## src/rtl/y86_pipe_alu_cc.sv

```systemverilog
// y86_pipe_alu_cc: two-stage execute-stage ALU with valid/ready handshakes,
// Y86 condition-code register, jXX/cmovXX condition evaluator and flush.
module y86_pipe_alu_cc #(
  parameter int          WIDTH    = 64,
  parameter logic [2:0]  CC_RESET = 3'b100
) (
  input  logic             clk,
  input  logic             rst,
  input  logic             flush,
  input  logic             in_valid,
  output logic             in_ready,
  input  logic [1:0]       in_fn,
  input  logic [WIDTH-1:0] in_a,
  input  logic [WIDTH-1:0] in_b,
  input  logic             in_set_cc,
  output logic             out_valid,
  input  logic             out_ready,
  output logic [WIDTH-1:0] out_result,
  output logic             out_ovf,
  output logic             out_zf,
  output logic             out_sf,
  output logic             cc_zf,
  output logic             cc_sf,
  output logic             cc_of,
  input  logic [2:0]       cond_fn,
  output logic             cond
);

  // stage 1: latched operands
  logic             s1_valid_q, s1_valid_d;
  logic [1:0]       s1_fn_q, s1_fn_d;
  logic [WIDTH-1:0] s1_a_q, s1_a_d, s1_b_q, s1_b_d;
  logic             s1_set_cc_q, s1_set_cc_d;
  // stage 2: computed result and flags
  logic             s2_valid_q, s2_valid_d;
  logic [WIDTH-1:0] s2_result_q, s2_result_d;
  logic             s2_ovf_q, s2_ovf_d, s2_zf_q, s2_zf_d, s2_sf_q, s2_sf_d;
  logic             s2_set_cc_q, s2_set_cc_d;
  // architectural {ZF,SF,OF}
  logic [2:0]       cc_q, cc_d;

  logic             s2_load, s1_adv, in_xfer, out_xfer;
  logic [WIDTH-1:0] alu_r;
  logic             alu_ovf;

  // handshake: s2 refills when empty or draining; s1 drains into s2
  always_comb begin
    s2_load  = !s2_valid_q || out_ready;
    s1_adv   = s1_valid_q && s2_load;
    in_ready = !flush && (!s1_valid_q || s1_adv);
    in_xfer  = in_valid && in_ready;
    out_xfer = s2_valid_q && out_ready;
  end

  // ALU on stage-1 operands, modulo 2^WIDTH, signed overflow from sign bits
  always_comb begin
    alu_r   = '0;
    alu_ovf = 1'b0;
    unique case (s1_fn_q)
      2'b00: begin
        alu_r   = s1_a_q + s1_b_q;
        alu_ovf = (s1_a_q[WIDTH-1] == s1_b_q[WIDTH-1]) &&
                  (alu_r[WIDTH-1] != s1_a_q[WIDTH-1]);
      end
      2'b01: begin
        alu_r   = s1_a_q - s1_b_q;
        alu_ovf = (s1_a_q[WIDTH-1] != s1_b_q[WIDTH-1]) &&
                  (alu_r[WIDTH-1] != s1_a_q[WIDTH-1]);
      end
      2'b10:   alu_r = s1_a_q & s1_b_q;
      default: alu_r = s1_a_q ^ s1_b_q;
    endcase
  end

  // next-state for both stages and the CC register; flush kills everything
  always_comb begin
    s1_valid_d  = s1_valid_q;
    s1_fn_d     = s1_fn_q;
    s1_a_d      = s1_a_q;
    s1_b_d      = s1_b_q;
    s1_set_cc_d = s1_set_cc_q;
    s2_valid_d  = s2_valid_q;
    s2_result_d = s2_result_q;
    s2_ovf_d    = s2_ovf_q;
    s2_zf_d     = s2_zf_q;
    s2_sf_d     = s2_sf_q;
    s2_set_cc_d = s2_set_cc_q;
    cc_d        = cc_q;

    if (in_xfer) begin
      s1_valid_d  = 1'b1;
      s1_fn_d     = in_fn;
      s1_a_d      = in_a;
      s1_b_d      = in_b;
      s1_set_cc_d = in_set_cc;
    end else if (s1_adv) begin
      s1_valid_d  = 1'b0;
    end

    if (s2_load) s2_valid_d = s1_valid_q;
    if (s1_adv) begin
      s2_result_d = alu_r;
      s2_ovf_d    = alu_ovf;
      s2_zf_d     = (alu_r == '0);
      s2_sf_d     = alu_r[WIDTH-1];
      s2_set_cc_d = s1_set_cc_q;
    end

    // a transfer coinciding with flush is treated as never having happened
    if (out_xfer && s2_set_cc_q && !flush) cc_d = {s2_zf_q, s2_sf_q, s2_ovf_q};

    if (flush) begin
      s1_valid_d = 1'b0;
      s2_valid_d = 1'b0;
    end
  end

  // state registers; reset discards in-flight ops
  always_ff @(posedge clk or posedge rst) begin
    if (rst) begin
      s1_valid_q  <= 1'b0;
      s1_fn_q     <= '0;
      s1_a_q      <= '0;
      s1_b_q      <= '0;
      s1_set_cc_q <= 1'b0;
      s2_valid_q  <= 1'b0;
      s2_result_q <= '0;
      s2_ovf_q    <= 1'b0;
      s2_zf_q     <= 1'b0;
      s2_sf_q     <= 1'b0;
      s2_set_cc_q <= 1'b0;
      cc_q        <= CC_RESET;
    end else begin
      s1_valid_q  <= s1_valid_d;
      s1_fn_q     <= s1_fn_d;
      s1_a_q      <= s1_a_d;
      s1_b_q      <= s1_b_d;
      s1_set_cc_q <= s1_set_cc_d;
      s2_valid_q  <= s2_valid_d;
      s2_result_q <= s2_result_d;
      s2_ovf_q    <= s2_ovf_d;
      s2_zf_q     <= s2_zf_d;
      s2_sf_q     <= s2_sf_d;
      s2_set_cc_q <= s2_set_cc_d;
      cc_q        <= cc_d;
    end
  end

  // Y86 condition evaluator on the architectural CC
  always_comb begin
    unique case (cond_fn)
      3'd0:    cond = 1'b1;
      3'd1:    cond = (cc_q[1] ^ cc_q[0]) | cc_q[2];
      3'd2:    cond = cc_q[1] ^ cc_q[0];
      3'd3:    cond = cc_q[2];
      3'd4:    cond = !cc_q[2];
      3'd5:    cond = !(cc_q[1] ^ cc_q[0]);
      3'd6:    cond = !(cc_q[1] ^ cc_q[0]) && !cc_q[2];
      default: cond = 1'b0;
    endcase
  end

  assign out_valid  = s2_valid_q;
  assign out_result = s2_result_q;
  assign out_ovf    = s2_ovf_q;
  assign out_zf     = s2_zf_q;
  assign out_sf     = s2_sf_q;
  assign cc_zf      = cc_q[2];
  assign cc_sf      = cc_q[1];
  assign cc_of      = cc_q[0];

endmodule
```

## config.mk

```make
export PLATFORM = sky130hd
export DESIGN_NAME = y86_pipe_alu_cc
export DESIGN_NICKNAME = d
export VERILOG_FILES = /design/src/rtl/y86_pipe_alu_cc.sv
export SDC_FILE = /design/constraint.sdc
export NUM_CORES = 1
export LEC_CHECK = 0
export CORE_MARGIN = 8
export CORE_UTILIZATION = 55
export CTS_CLUSTER_SIZE = 24
export DETAILED_ROUTE_END_ITERATION = 8
export PLACE_DENSITY = 0.88
export SLEW_MARGIN = 5
export SYNTH_ARGS = -nofsm -noshare
export SYNTH_HDL_FRONTEND = slang
export SYNTH_SLANG_ARGS = --single-unit
```

## constraint.sdc

```tcl
create_clock -name clk -period 8.15 [get_ports clk]
set_input_delay 2.0375 -clock clk [delete_from_list [all_inputs] [get_ports clk]]
set_output_delay 2.0375 -clock clk [all_outputs]
set_load 0.005 [all_outputs]
```

# Yosys cells after proc, flatten, opt, wreduce, memory -nomap -nowiden
# Cells that the tools add are included.
# totals
reg_bits	204
inputBits	139
output_inout_bits	73
word_cells	59
# op_classes
addsub	2
eq_ne	12
muxes	8
n_bitwise	4
reduce_logical	21
# ops
op	n
case mux 64 bit (3 select lines)	1
adder 64 bit	1
bitwise AND 64 bit	1
zero test 64 bit	1
subtractor 64 bit	1
XOR 64 bit	1
== test 3 bit, second input constant	3
logical AND 1 bit	9
case mux 1 bit (7 select lines)	1
== test 3 x 2 -> 1 bit, second input constant	2
zero test 1 bit	5
two-way mux 1 bit	5
== test 3 x 1 -> 1 bit, second input constant	1
zero test 3 bit	1
!= test 1 bit	3
nonzero test 3 bit	1
== test 2 x 1 -> 1 bit, second input constant	1
== test 2 bit, second input constant	1
zero test 2 bit	1
logical OR 1 bit	2
case mux 1 bit (2 select lines)	1
nonzero test 2 bit	1
== test 1 bit	1
bitwise OR 1 bit	1
XOR 1 bit	1

# Longest topological paths before layout
# Gate-level depths: netlist of the first run.
# logic_depth
word_depth	8
ltp_mapped	17
depth_no_buf	16

# Worst setup path after synthesis of the first run
# OpenSTA, ideal clock, no wires.
# synth_timing
path_kind	input -> output
start	in cond_fn[0]
end	out cond
arrival_time_ns	2.431
required_time_ns	6.113
path_slack_ns	3.681
cell_stages	4
n_path_buf	0
cell_sequence	inv_1 > o21ai_0 > o21ai_0 > o21ai_0
# synth_between
elab_chain_len	2
word_cells_on_any_way	8
cone_classes	6 x eq/ne; 1 x mux; 1 x reduce/logical
# synth_lines
item	line	rtl
from (decl)	25	input logic [2:0] cond_fn,
== test 3 bit, or another cell as far along	151	unique case (cond_fn)
case mux 1 bit (7 select lines) (*)	151	
to (decl)	26	output logic cond
# Every way passes the cells marked *; elsewhere a longest branch is shown, timed or not.

# Worst setup path in the final report of the first run
# Ends and elaborated chain as after synthesis.

==> results of run 1 <==
-- metrics by stage --
stage | hold slack [ps] | std cells | worst slack, ps | power (mW)
floorplan | 473 | 2125 | 575 | 3.57
CTS | 484 | 2708 | 2530 | 6.00
detailed placement | 471 | 2665 | 2580 | 4.85
finish | 480 | 2710 | 2490 | 6.11
global route | 502 | 2708 | 2490 | 6.39
global placement | 461 | 2665 | 2580 | 4.79
-- metal layers --
metal  share of wire [%]  up-vias  wire, um  GRT usage [%]
li1                    -     8172         -              -
met1                  42     9108     30100           50.1
met2                  42     1254     30200           52.4
met3                  12      205      8220           7.68
met4                 3.7        0      2630           12.4
met5                   0        -         0              0
-- registers in the layout (all words and copies together), names as in the netlist --
register,count
s1_a_q,64
s2_set_cc_q,1
cc_q,3
out_valid,1
s1_set_cc_q,1
out_zf,1
out_ovf,1
s1_fn_q,2
out_result,64
s1_valid_q,1
s1_b_q,64
-- logic make-up after synthesis --
kind of cell    count (synthesis)  share of synthesized area, %
mux                           195                          12.1
buf+inv                       274                          6.18
simple gates                  621                          17.1
xor+xnor                       33                          1.60
flops                         203                          28.2
compound gates                669                          25.7
fa+ha+maj                     130                          9.11
-- final timing paths --
path / startpoint / to / depth (start not counted)
max: cond_fn[0] / cond / 6
min: out_result[16] / out_result[16] / 2
max reg2reg: s1_a_q[5] / out_zf / 14
min reg2reg: out_result[16] / out_result[16] / 2
max in group asynchronous: rst / s1_a_q[23] / 3
min in group asynchronous: rst / s1_b_q[45] / 2
-- where the power goes --
group          internal [mW]  switching [mW]
registers               1.26           0.199
logic                   1.35            2.18
clock network          0.682           0.439
total                   3.28            2.82
-- cell usage after synthesis, types with 8 or more instances --
master and instances:
dfrtp_1 202, a21oi_1 174, mux2_2 172, nor2_1 162, nand2_1 152, inv_1 136, ha_1 128, o21ai_0 120
clkbuf_1 85, nor3_1 62, nand3_1 53, o31ai_1 44, nand4_1 38, nor4_1 35, a211oi_1 30, o211ai_1 30
a21o_1 29, xnor2_1 28, buf_2 26, mux2i_1 22, nor2b_1 21, a31oi_1 20, o21bai_1 19, and3_1 18
nand2b_1 15, o311ai_0 15, a221o_1 13, buf_1 13, a221oi_1 12, a22oi_1 12, or3_1 10, a211o_1 9
and2_1 8, o21a_1 8
-- final cells by class --
| class | count | area share, % |
|---|---|---|
| inverters | 140 | 2.52 |
| diodes | 2 | 0.0237 |
| clock buffers | 35 | 3.28 |
| multi-input cells | 1648 | 56.1 |
| repair buffers | 232 | 10.8 |
| clock inverters | 8 | 0.545 |
| well taps | 442 | 2.62 |
| flip-flops and latches | 203 | 24.1 |
-- worst min-delay path, stage by stage (launching register included) --
cell     delay [ps]
dfrtp_1         340
nand2_1          50
o31ai_1          50
==> run_results.csv, run 1 <==
group,metric,value,unit
sta,setup_viol,0,
synth,yosysWarnings,0,
setup_path,worst-path-max-fanout,3,
finish,drive_gt1_share,12.8,%
synth,yosys_register_bits,203,
clock_tree,cts_setup_buffers,0,
finish,layout_common_cells,"211 x clkdlybuf4s50_1, 200 x dfrtp_1, 174 x a21oi_1, 172 x mux2_2, 162 x nor2_1",
route,num_vias,18700,
clock_tree,clk_path_buf_depth,3,
setup_path,slowest_stage,"clkdlybuf4s50_1",
sta,tns,0,ps
finish,regArea,0.00508,mm2
sta,slew_viol_final,0,
synth,synthCells,2125,
die,start_util,55.7,%
setup_path,critPathCaptureType,"primary output",
finish,design_area,0.0211,mm2
route,antenna_left,0,
finish,finalCoreUtilization,65.2,%
global_routing,grt_antenna_before_repair,1,
setup_path,arrival,3620,ps
flow_run,maxCapViolations,0,
clock_tree,cts_hold_buf,0,
finish,multi_input_comb_area,0.0118,mm2
sta,tightest_slew,1380,ps
min_path,hold_class,"flop to flop",
place,dp_hpwl,54200,um
route,vias_per_cell,6.91,
status,status,"finished, final reports clean",
clock_tree,cts_resized,0,
sta,max_freq,0.177,GHz
synth,synthArstFlopShare,100,%
global_routing,grt-ovfl-total,0,
die,ioPinCount,212,
place,port_buffers,211,
pwr,ir_drop,0.222,mV
setup_path,r2r_setup_slack,2630,ps
finish,fill_cells,2693,
die,die_w,197,um
synth,ys.flop_type,"dfrtp_1",
sta,rsz0062_at_grt,"no",
route,drt_iter0_drc,2483,
place,placed_cell_area,0.0203,mm2
finish,area_growth_syn_to_layout,17.1,%
setup_path,crit_family,"buffers and inverters",
synth,synthTopCellsByArea,"dfrtp_1 28%, mux2_2 11%, ha_1 8.9%, a21oi_1 4.8%, nor2_1 3.4%",
global_routing,grt_pass1_wl,108000,um
setup_path,path_class,"input pin to primary output",
synth,postSynthAreaPerCell,8.48,um2
route,drt-total-wl,71100,um
clock_tree,cts-htree-levels,1,
sta,hold_violations,0,
global_routing,grt_max_degree,113,
setup_path,crit_top_cell,"o21ai_0",
sta,fin_crit_sh,69.4,%
synth,synth_nets,2394,
sta,finalCriticalPeriod,5660,ps
finish,layout_commonest_cell,"clkdlybuf4s50_1",
clock_tree,cts_tree,"built",
place,gp_congestion,1.02,
die,die_h,197,um
global_routing,grt_usage,35.3,%
finish,nNetsFinal,2518,
synth,ys_seq_area_share,28.2,%
route,drc,0,
clock_tree,cts_buffers,24,
route,avgRoutedWirePerCell,26.2,um
pwr,power.leakage,8.77,nW
setup_path,cp_slowest_stage_delay,540,ps
global_routing,first_global_vias,18100,
sta,slew_headroom,7.49,%
clock_tree,cts.sinks,203,
synth,synth_area,0.0180,mm2
sta,clock_skew,7.53,ps
clock_tree,path_clk_slew,60,ps
setup_path,worstPathCellList,"clkdlybuf4s50_1, inv_1, o21ai_0, o21ai_0, o21ai_0, clkdlybuf4s50_1",
setup_path,crit_path_start_kind,"input pin",
route,dr.pass1.iters,6,
synth,synth_top_area_cell,"dfrtp_1",
synth,yosysUniqueCellTypes,105,
pwr,power_density,289,mW/mm2
die,die_area,0.0388,mm2
die,placementRows,66,
clock_tree,ctsRootBufferMaster,"clkbuf_16",
clock_tree,clock_latency,540,ps
setup_path,crit_buf_inv,3,
die,core,0.0324,mm2
synth,yosys.area.top_type_share,28.0,%
setup_path,cp.required,6110,ps
synth,synth_edf_count,0,
Power figures use the tool's default switching activity.
==> inputs of run 2 (changes only) <==
CORE_UTILIZATION = 52   (was 55)
PLACE_DENSITY = 0.87   (was 0.88)
clock period = 5.1 ns   (was 8.15 ns; I/O delays follow)
==> run_results.csv, run 2 (synthesized netlist as in run 1, its figures left out) <==
group,metric,value,unit
status,status,"finished, final reports clean",
sta,tns,0,ps
sta,clock_skew,16.7,ps
global_routing,top_usage_layer,"met2",
finish,layout_commonest_cell,"clkdlybuf4s50_1",
route,drt_iter0_drc,2518,
place,dp_hpwl,57600,um
clock_tree,cts-htree-levels,1,
sta,finalCriticalPeriod,4960,ps
die,die_area,0.0409,mm2
global_routing,grt_max_degree,130,
route,antenna_left,0,
clock_tree,clk_path_buf_depth,3,
global_routing,grt_antenna_before_repair,1,
clock_tree,cts.sinks,203,
pwr,ir_drop,0.393,mV
global_routing,met2_usage,51.1,%
sta,tightest_slew,1260,ps
finish,finalCoreUtilization,63.8,%
pwr,power.total,10.3,mW
finish,area_growth_syn_to_layout,21.6,%
global_routing,grt_usage,34.7,%
die,ioPinCount,212,
finish,design_area,0.0219,mm2
finish,nNetsFinal,2594,
place,placed_cell_area,0.0209,mm2
setup_path,path_class,"flop to flop",
sta,setup_viol,0,
min_path,hold_class,"flop to flop",
clock_tree,path_clk_slew,60,ps
sta,slew_headroom,15.4,%
pwr,power.leakage,9.21,nW
finish,drive_gt1_share,16.3,%
route,vias_per_cell,6.73,
route,num_vias,18800,
sta,hold_violations,0,
place,port_buffers,211,
setup_path,r2r_start,"s1_a_q[30]",
clock_tree,cts_buffers,25,
setup_path,crit_path_start,"s1_a_q[30]",
flow_run,maxCapViolations,0,
global_routing,gr-usage-met3,9.05,%
die,core,0.0344,mm2
global_routing,grt-ovfl-total,0,
finish,layout_common_cells,"211 x clkdlybuf4s50_1, 200 x dfrtp_1, 174 x a21oi_1, 172 x mux2_2, 162 x nor2_1",
clock_tree,cts_hold_buf,0,
sta,slew_viol_final,0,
place,gp_congestion,1.01,
clock_tree,cts_tree,"built",
setup_path,arrival,5410,ps
die,die_h,202,um
setup_path,worst-path-max-fanout,10,
die,die_w,202,um
route,dr.pass1.iters,7,
sta,max_freq,0.202,GHz
setup_path,crit_path_start_kind,"flop",
sta,fin_crit_sh,97.3,%
route,drc,0,
global_routing,met1_usage,49.1,%
finish,fill_cells,2829,
setup_path,cp.required,5550,ps
clock_tree,ctsRootBufferMaster,"clkbuf_16",
global_routing,grt_pass1_wl,112000,um
die,placementRows,68,
route,drt-total-wl,74700,um
min_path,hp-start,"out_result[10]",
route,avgRoutedWirePerCell,26.7,um
setup_path,critPathCaptureType,"flop",
die,start_util,52.4,%
global_routing,first_global_vias,18000,
clock_tree,clock_latency,560,ps
pwr,power_density,472,mW/mm2
==> run 2: cell types whose count changed in the layout (fill, tap and decap cells not counted), moves of 3 or more <==
cell	delta
ha_1	-3
clkbuf_1	-4
buf_12	+4
bufinv_16	+3
buf_4	+71
ha_2	+3
==> run 2: per-layer routing <==
| layer | part of all wire [%] | vias up |
|---|---|---|
| met1 | 42 | 8998 |
| met3 | 12 | 180 |
| met2 | 42 | 1333 |
| met4 | 3.5 | 2 |
| li1 | - | 8322 |
| met5 | 0.017 | - |
==> run 2: per-stage QoR <==
stage / instances / hold slack (ps) / setup slack, ps
2_1_floorplan: 2125 / 473 / 1200
3_3_place_gp: 2751 / 462 / 178
3_5_place_dp: 2751 / 470 / 201
4_1_cts: 2797 / 484 / 158
5_1_grt: 2799 / 512 / -4.05
6_report: 2800 / 477 / 138
==> run 2: final timing paths <==
kind / to / slack, ps / cells past startpoint
max: out_zf / 140 / 15
min: out_result[10] / 480 / 2
max reg2reg: out_zf / 140 / 15
min reg2reg: out_result[10] / 480 / 2
max in group asynchronous: cc_q[2] / 3070 / 3
min in group asynchronous: s1_b_q[44] / 1160 / 2
==> run 2: power by group <==
part	switching (mW)	internal (mW)
registers	0.331	2.01
logic	3.61	2.37
clock network	0.758	1.27
==> run 2: worst max-delay path: stages, from the launching register on <==
cell	delay [ps]
dfrtp_1	430
ha_1	470
buf_4	220
nor4_2	460
nand4_1	440
a21oi_1	340
a211oi_2	120
o211ai_1	430
o211ai_2	160
nand2_1	200
a21boi_0	140
xor2_1	180
a222oi_1	530
nand4_1	160
or3_1	380
o41ai_2	210
==> run 2: repair_timing <==
item	4_1_cts	5_1_grt
gates resized for setup	0	13
setup buffers	0	2
endpoints found under the setup margin	0	1
==> run 2: cell type report <==
| cell class | count | area [um2] | area share, % |
|---|---|---|---|
| well taps | 455 | 569 | 2.60 |
| clock inverters | 14 | 240 | 1.10 |
| repair buffers | 307 | 2900 | 13.2 |
| diodes | 1 | 2.50 | 0.0114 |
| multi-input cells | 1648 | 11900 | 54.3 |
| flip-flops and latches | 203 | 5080 | 23.2 |
| inverters | 140 | 529 | 2.41 |
| clock buffers | 32 | 692 | 3.16 |
